### src/rtl/bcd_pkg.sv
// Shared constants and FSM encoding for the serial packed-BCD adder controller.
package bcd_pkg;
    localparam int         DIGIT_W  = 4;
    localparam logic [3:0] BCD_MAX  = 4'd9;
    localparam logic [3:0] BCD_CORR = 4'd6;

    typedef enum logic [1:0] {IDLE, ADD, DONE} state_t;
endpackage

### src/rtl/bcd_digit_add.sv
// Combinational single-digit BCD adder; decimal correction is applied to any sum above 9,
// including sums formed from invalid (>9) digits.
module bcd_digit_add
    import bcd_pkg::*;
(
    input  logic [DIGIT_W-1:0] a,
    input  logic [DIGIT_W-1:0] b,
    input  logic               cin,
    output logic [DIGIT_W-1:0] s,
    output logic               cout
);
    logic [DIGIT_W:0] t;

    always_comb begin
        t    = {1'b0, a} + {1'b0, b} + {{DIGIT_W{1'b0}}, cin};
        s    = t[DIGIT_W-1:0];
        cout = 1'b0;
        if (t > {1'b0, BCD_MAX}) begin
            s    = t[DIGIT_W-1:0] + BCD_CORR;
            cout = 1'b1;
        end
    end
endmodule

### src/rtl/serial_bcd_add_ctrl.sv
// Time-shares one bcd_digit_add across DIGITS packed-BCD digits, LSD first, one digit per clock.
// Handshake: Start is accepted only on an edge where Busy==0; Done pulses for one cycle with Sum valid.
module serial_bcd_add_ctrl
    import bcd_pkg::*;
#(
    parameter int DIGITS = 4
) (
    input  logic                        Clock,
    input  logic                        Reset_n,
    input  logic                        Start,
    input  logic [DIGIT_W*DIGITS-1:0]   A,
    input  logic [DIGIT_W*DIGITS-1:0]   B,
    input  logic                        Carry_in,
    output logic                        Busy,
    output logic                        Done,
    output logic [DIGIT_W*DIGITS-1:0]   Sum,
    output logic                        Carry_out,
    output logic                        Invalid,
    output state_t                      state_dbg
);
    localparam int W  = DIGIT_W * DIGITS;
    localparam int CW = (DIGITS > 1) ? $clog2(DIGITS) : 1;

    state_t               state, state_next;
    logic [W-1:0]         a_reg, b_reg, work, work_next;
    logic [CW-1:0]        cnt;
    logic                 carry, sticky;
    logic [DIGIT_W-1:0]   dig_a, dig_b, dig_s;
    logic                 dig_c, digit_bad, last;

    always_comb begin
        dig_a = '0;
        dig_b = '0;
        for (int i = 0; i < DIGITS; i++) begin
            if (cnt == CW'(i)) begin
                dig_a = a_reg[i*DIGIT_W +: DIGIT_W];
                dig_b = b_reg[i*DIGIT_W +: DIGIT_W];
            end
        end
    end

    bcd_digit_add u_digit (
        .a    (dig_a),
        .b    (dig_b),
        .cin  (carry),
        .s    (dig_s),
        .cout (dig_c)
    );

    always_comb begin
        work_next = work;
        for (int i = 0; i < DIGITS; i++) begin
            if (cnt == CW'(i)) work_next[i*DIGIT_W +: DIGIT_W] = dig_s;
        end
    end

    assign digit_bad = (dig_a > BCD_MAX) || (dig_b > BCD_MAX);
    assign last      = (cnt == CW'(DIGITS - 1));

    always_ff @(posedge Clock or negedge Reset_n) begin
        if (!Reset_n) state <= IDLE;
        else          state <= state_next;
    end

    always_comb begin
        state_next = state;
        Busy       = 1'b1;
        Done       = 1'b0;
        case (state)
            IDLE: begin
                Busy = 1'b0;
                if (Start) state_next = ADD;
            end
            ADD:  if (last) state_next = DONE;
            DONE: begin
                Done       = 1'b1;
                state_next = IDLE;
            end
            default: state_next = IDLE;
        endcase
    end

    assign state_dbg = state;

    // Result registers load on the edge that leaves ADD, so they change in the same cycle Done is high.
    always_ff @(posedge Clock or negedge Reset_n) begin
        if (!Reset_n) begin
            a_reg     <= '0;
            b_reg     <= '0;
            work      <= '0;
            cnt       <= '0;
            carry     <= 1'b0;
            sticky    <= 1'b0;
            Sum       <= '0;
            Carry_out <= 1'b0;
            Invalid   <= 1'b0;
        end else begin
            case (state)
                IDLE: if (Start) begin
                    a_reg  <= A;
                    b_reg  <= B;
                    carry  <= Carry_in;
                    cnt    <= '0;
                    work   <= '0;
                    sticky <= 1'b0;
                end
                ADD: begin
                    work   <= work_next;
                    carry  <= dig_c;
                    sticky <= sticky | digit_bad;
                    if (last) begin
                        Sum       <= work_next;
                        Carry_out <= dig_c;
                        Invalid   <= sticky | digit_bad;
                    end else begin
                        cnt <= cnt + 1'b1;
                    end
                end
                default: ;
            endcase
        end
    end
endmodule
### config.mk
export PLATFORM = sky130hd
export DESIGN_NAME = serial_bcd_add_ctrl
export DESIGN_NICKNAME = d
export VERILOG_FILES = /design/src/rtl/bcd_pkg.sv /design/src/rtl/bcd_digit_add.sv /design/src/rtl/serial_bcd_add_ctrl.sv
export SDC_FILE = /design/constraint.sdc
export NUM_CORES = 1
export LEC_CHECK = 0
export ABC_CLOCK_PERIOD_IN_PS = 4930
export CORE_MARGIN = 4
export CORE_UTILIZATION = 52
export DETAILED_ROUTE_END_ITERATION = 16
export GPL_TIMING_DRIVEN = 1
export PLACE_DENSITY = 0.9
export SYNTH_ARGS = -nofsm -noshare
export SYNTH_HDL_FRONTEND = slang
export SYNTH_SLANG_ARGS = --single-unit
### constraint.sdc
create_clock -name Clock -period 4.93 [get_ports Clock]
set_clock_uncertainty 0.2 [all_clocks]
set_input_delay 0.986 -clock Clock [delete_from_list [all_inputs] [get_ports Clock]]
set_output_delay 0.986 -clock Clock [all_outputs]
set_load 0.01 [all_outputs]
==> results of run 1 <==
==> per-stage QoR <==
stage,cell area (um2),cells
6_report,4140,487
5_1_grt,4140,487
4_1_cts,4140,487
3_5_place_dp,3910,471
3_3_place_gp,3910,471
2_1_floorplan,3300,354
==> layout make-up <==
type                    instances  area [um2]
fillers                       479        1890
flip-flops and latches         68        1700
multi-input cells             255        1480
repair buffers                 60         588
clock buffers                   9         124
clock inverters                 7         101
well taps                      75        93.8
inverters                      13        48.8
==> cell families after synthesis <==
kind of cell	count (synthesis)	synth area share
AO/OA/AOI/OAI	72	0.161
XOR/XNOR	2	0.00758
adder cells (fa/ha/maj)	10	0.0424
buffers and inverters	31	0.0368
flip-flops	68	0.515
multiplexers	6	0.0205
AND/OR/NAND/NOR	165	0.216
==> worst reg2reg max path: cells and delay by family, from the launching register on <==
family | cells | cell delay [ps]
xor+xnor | 1 | 120
simple gates | 2 | 620
fa+ha+maj | 4 | 1240
flops | 1 | 420
buf+inv | 2 | 180
compound gates | 6 | 1440
==> Yosys cell counts (all sizes together), types with 2 or more instances <==
library cell and number:
inv 13, xnor2 2, nor2 14, clkbuf 14, mux2 3, nand3b 2, a21oi 11, buf 4
a221o 2, a32o 3, or2 2, nand2b 2, nor3b 5, a21o 3, mux2i 3, o22a 2
a22o 7, and3 7, a211o 2, a221oi 2, a22oi 3, o31a 4, dfrtp 68, ha 8
o221ai 3, o21a 2, nor2b 7, nor3 6, o2bb2ai 6, a31oi 2, fa 2, nand2 116
o21ai 18
==> placed cells by master (no fill, tap or decap), types with 3 or more instances in the layout <==
cell type,Yosys,routed
nor2b_1,7,7
nand2_1,116,116
a21oi_1,11,11
o2bb2ai_1,6,6
and3_1,7,7
clkinv_4,0,3
inv_1,13,13
buf_4,0,3
a22oi_1,3,3
o21ai_0,18,18
nor3b_1,5,5
o31a_2,3,3
ha_1,8,8
o221ai_1,3,3
mux2i_1,3,3
clkbuf_8,0,9
nor3_1,6,6
dfrtp_1,68,68
a22o_1,7,7
nor2_1,14,14
clkdlybuf4s50_1,0,56
a32o_1,3,3
==> routing by layer <==
| metal | global-route usage | vias up | part of all wire |
|---|---|---|---|
| met5 | 0 | - | 0 |
| met4 | 0.0921 | 0 | 0.026 |
| met3 | 0.0536 | 17 | 0.046 |
| met2 | 0.366 | 70 | 0.51 |
| met1 | 0.247 | 1268 | 0.41 |
| li1 | - | 1312 | - |
==> final timing paths <==
kind,endpoint,startpoint,cells after the start
max,Sum[3],cnt[0],15
max reg2reg,Sum[3],cnt[0],15
min in group asynchronous,Sum[3],Reset_n,1
min reg2reg,b_reg[8],b_reg[8],2
max in group asynchronous,a_reg[4],Reset_n,2
min,b_reg[8],b_reg[8],2
==> key figures, run 1 <==
Worst setup path
  • R2r setup slk: 570 ps
  • Crit path DAT: 4360 ps
  • CP Max Fanout: 10
  • Crit. End Element: register
  • Critical Path RT: around 5000 ps
  • CP max stage delay: 520 ps
  • CP bufs+invs: 2
  • Worst path top cell family by delay: compound AO/OA/AOI/OAI gates
  • Worst-path cell chain: inv_1 -> ha_1 -> nor2b_1 -> a221oi_1 -> nor3_1 -> a21oi_1 -> fa_1 -> inv_1 -> fa_1 -> xnor2_1 -> ha_1 -> a22oi_1 -> o21bai_1 -> a31oi_1 -> o21ai_0
  • Worst path slowest cell: a31oi_1
  • CP Class: register to register
  • Nature of the critical path startpoint: register

Synth
  • Leading area contributor after synthesis: dfrtp_1
  • EDFF count, synth: 0
  • Synth unique cells: 44
  • Post-synthesis sequential area ratio: 0.515
  • Synthesized instance count: 354
  • FF+latch count, synth: 68
  • Async set-reset flop share out of synthesis: 1.00
  • Synth Flop Type: dfrtp_1
  • Synth area leaders: dfrtp_1, nand2_1, ha_1
  • Yosys top cell area share: 0.515
  • Syn nets: 400
  • Mapped cell area: ~3300 um2
  • Syn_area_per_cell: 9.33 um2
  • Synth warn: 0

STA
  • Final setup viols: 0
  • Final period utilization: 0.885
  • Max Clk Rate: approximately 230 MHz
  • Worst rel slew slack: 0.295
  • Min cycle time layout: 4360 ps
  • Actual slew at the worst max-slew pin: 1060 ps
  • RSZ-0062 raised after global routing: false
  • Setup ws final: 569 ps
  • Hold slack: around 280 ps
  • Max Slew Vio Count: 0
  • Final Hold Viols: 0
  • Setup TNS Final: 0 ps

Placement
  • PortBufs: 57
  • Pre-CTS setup slack: 650 ps
  • Routability congestion estimate from global placement: 0.830
  • DP HPWL: 5440 um

Detailed routing
  • Post-route antenna net violation count: 0
  • WL per Instance: about 16 um
  • Initial drt markers: 125
  • Drt pass-1 iters: 4
  • Via-to-Cell Ratio: 5.48
  • DRT Wirelength: 7580 um
  • Drt drc: 0
  • Vias: 2667

Global route
  • GRT Total Usage: 0.211
  • Number of global-route vias before repair: roughly 2700
  • Largest net degree at the start of global routing: 43
  • Total grt overflow: 0
  • Global-route wire length before repair: 12500 um
  • Initial antenna violation count: 0

Clock tree
  • Worst-Skew Late Latency: 350 ps
  • CTS sink count: 68
  • Postcts setup bufs: 0
  • TritonCTS Buffers: 9
  • CTS tree: yes
  • CTS max path bufs: 2
  • Resized cells post-CTS: 0
  • Hold_buf cts: 0
  • Clk pin slew, worst setup/hold paths: 80 ps
  • CTS HTree Levels: 3
  • Clock Root Buffer: clkbuf_8

Final layout
  • Layout area overhead: 25.3%
  • Post-Route Utilization: 0.686
  • Share of cells above drive strength 1: 0.0801
  • Layout Nets: 453
  • # diodes: 0

Die
  • Core ar.: 6030 um2
  • Initial core utilization: 0.548
  • # rows: 28
  • Io pins: 58
  • Die Wd: 87.7 um
  • DIE AREA: 7690 um2
  • Die height: between 80 and 90 um

Min path
  • Worst hold path class: register to register

Status
  • Status: finished, final reports clean

Run
  • Max_cap viols: 0
Power of run 1 is left out: the tool's default activity adds up to more than one toggle a clock period on the data nets, which glitch-free logic cannot reach.
==> run 2: changes to the inputs <==
--- a/config.mk
+++ b/config.mk
@@ -5,12 +5,13 @@
 export SDC_FILE = /design/constraint.sdc
 export NUM_CORES = 1
 export LEC_CHECK = 0
-export ABC_CLOCK_PERIOD_IN_PS = 4930
-export CORE_MARGIN = 4
+export ABC_CLOCK_PERIOD_IN_PS = 4400
+export CORE_MARGIN = 2
 export CORE_UTILIZATION = 52
 export DETAILED_ROUTE_END_ITERATION = 16
 export GPL_TIMING_DRIVEN = 1
 export PLACE_DENSITY = 0.9
+export SKIP_CTS_REPAIR_TIMING = 1
 export SYNTH_ARGS = -nofsm -noshare
 export SYNTH_HDL_FRONTEND = slang
 export SYNTH_SLANG_ARGS = --single-unit
==> constraint.sdc (replaced) <==
create_clock -name Clock -period 4.4 [get_ports Clock]
set_clock_uncertainty 0.2 [all_clocks]
set_input_delay 0.88 -clock Clock [delete_from_list [all_inputs] [get_ports Clock]]
set_output_delay 0.88 -clock Clock [all_outputs]
set_load 0.01 [all_outputs]
==> key figures, run 2 (synthesis results as in run 1) <==
Clock tree
  • TritonCTS Buffers: 9 (unchanged)
  • Clk pin slew, worst setup/hold paths: 70 ps (was 80 ps)
  • CTS max path bufs: 2 (unchanged)
  • Worst-Skew Late Latency: 350 ps (about the same)
  • CTS tree: yes (unchanged)
  • CTS sink count: 68 (unchanged)
  • Clock Root Buffer: clkbuf_8 (unchanged)
  • CTS HTree Levels: 3 (unchanged)

Global route
  • Initial antenna violation count: 0 (unchanged)
  • Number of global-route vias before repair: 2788 (was 2704)
  • GRT Total Usage: 0.230 (was 0.211)
  • Total grt overflow: 0 (unchanged)
  • Global-route wire length before repair: 12800 um (was 12500 um)
  • Largest net degree at the start of global routing: 38 (was 43)

Placement
  • DP HPWL: 5530 um (was 5440 um)
  • Placed Area: 3940 um2 (was 3910 um2)
  • PortBufs: 57 (unchanged)
  • Routability congestion estimate from global placement: 0.916 (was 0.830)

Detailed routing
  • WL per Instance: 15.3 um (was 15.6 um)
  • DRT Wirelength: 7530 um (was 7580 um)
  • Via-to-Cell Ratio: 5.55 (was 5.48)
  • Vias: 2735 (was 2667)
  • Drt drc: 0 (unchanged)
  • Drt pass-1 iters: 5 (was 4)
  • Post-route antenna net violation count: 0 (unchanged)
  • Initial drt markers: 153 (was 125)

Status
  • Status: finished, final reports clean (unchanged)

Die
  • Io pins: 58 (unchanged)
  • Die height: 83.7 um (was 87.7 um)
  • Core ar.: 6240 um2 (was 6030 um2)
  • Initial core utilization: 0.529 (was 0.548)
  • Die Wd: 83.7 um (was 87.7 um)
  • DIE AREA: 7000 um2 (was 7690 um2)
  • # rows: 29 (was 28)

Worst setup path
  • Crit path DAT: 4180 ps (was 4360 ps)
  • CP startpoint: cnt[0] (unchanged)
  • CP Max Fanout: 10 (unchanged)
  • Reg2reg path depth: 15 (unchanged)
  • Worst r2r src: cnt[0] (unchanged)
  • CP Class: register to register (unchanged)
  • RR Endpoint: Sum[14] (was Sum[3])
  • Nature of the critical path startpoint: register (unchanged)
  • R2r setup slk: 290 ps (was 570 ps)
  • Critical Path RT: 4470 ps (was 4930 ps)
  • Crit. End Element: register (unchanged)

Min path
  • Hold path startpoint: b_reg[7] (was b_reg[8])
  • Hold EP: b_reg[7] (was b_reg[8])
  • Worst hold path class: register to register (unchanged)
  • Worst hold stages: 2 (unchanged)

STA
  • RSZ-0062 raised after global routing: false (unchanged)
  • Setup TNS Final: 0 ps (unchanged)
  • Max Slew Vio Count: 0 (unchanged)
  • Final period utilization: 0.935 (was 0.885)
  • Final Hold Viols: 0 (unchanged)
  • Actual slew at the worst max-slew pin: 827 ps (was 1060 ps)
  • Min cycle time layout: 4110 ps (was 4360 ps)
  • Worst rel slew slack: 0.449 (was 0.295)
  • Max Clk Rate: 243 MHz (was 229 MHz)
  • Final setup viols: 0 (unchanged)

Final layout
  • Share of cells above drive strength 1: 0.0962 (was 0.0801)
  • # diodes: 0 (unchanged)
  • Fin area: 4160 um2 (was 4140 um2)
  • Post-Route Utilization: 0.667 (was 0.686)
  • Layout area overhead: 26.0% (was 25.3%)
  • Most frequent cells in the layout: nand2_1, dfrtp_1, clkdlybuf4s50_1, o21ai_0, nor2_1 (unchanged)
  • Commonest non-fill, non-tap cell in the layout: nand2_1 (unchanged)
  • Layout Nets: 457 (was 453)

Run
  • Max_cap viols: 0 (unchanged)
-- run 2: area by class of cell --
cell class	count	area (um2)
Clock buffer	10	138
Clock inverter	6	63.8
Fill cell	514	2080
Inverter	13	48.8
Multi-Input combinational cell	255	1490
Sequential cell	68	1700
Tap cell	77	96.3
Timing Repair Buffer	64	618
-- run 2: layer usage --
layer | vias up | GRT usage | share of wire
li1 | 1318 | - | -
met1 | 1300 | 0.269 | 0.41
met2 | 92 | 0.392 | 0.50
met3 | 25 | 0.0465 | 0.047
met4 | 0 | 0.133 | 0.043
met5 | - | 0 | 0
-- run 2: critical path: stages (launching register included) --
cell and delay (ps):
dfrtp_1 420, inv_1 110, ha_1 380, nor2b_2 360, a221oi_1 130, nor3_1 160
a21oi_1 80, fa_1 440, inv_1 80, fa_1 470, inv_1 90, ha_1 210
a22oi_2 130, a31oi_4 230, mux2_4 370, o21ai_0 180
-- run 2: per-stage QoR --
step / hold WS (ps) / instances / setup slack (ps)
after floorplan: 246 / 354 / 691
after detailed placement: 264 / 477 / 229
final: 279 / 493 / 288
after global placement: 262 / 477 / 467
after global routing: 316 / 493 / 23.4
after CTS: 281 / 493 / 196
-- run 2: worst max-delay path by stage --
stage	end	cells after the start	slack [ps]
after floorplan	Sum[9]	15	690
after global placement	Sum[6]	15	470
after detailed placement	Sum[14]	15	230
after CTS	Sum[14]	15	200
after global routing	Sum[6]	15	20
final	Sum[14]	15	290
Power of run 2 is left out for the same reason.
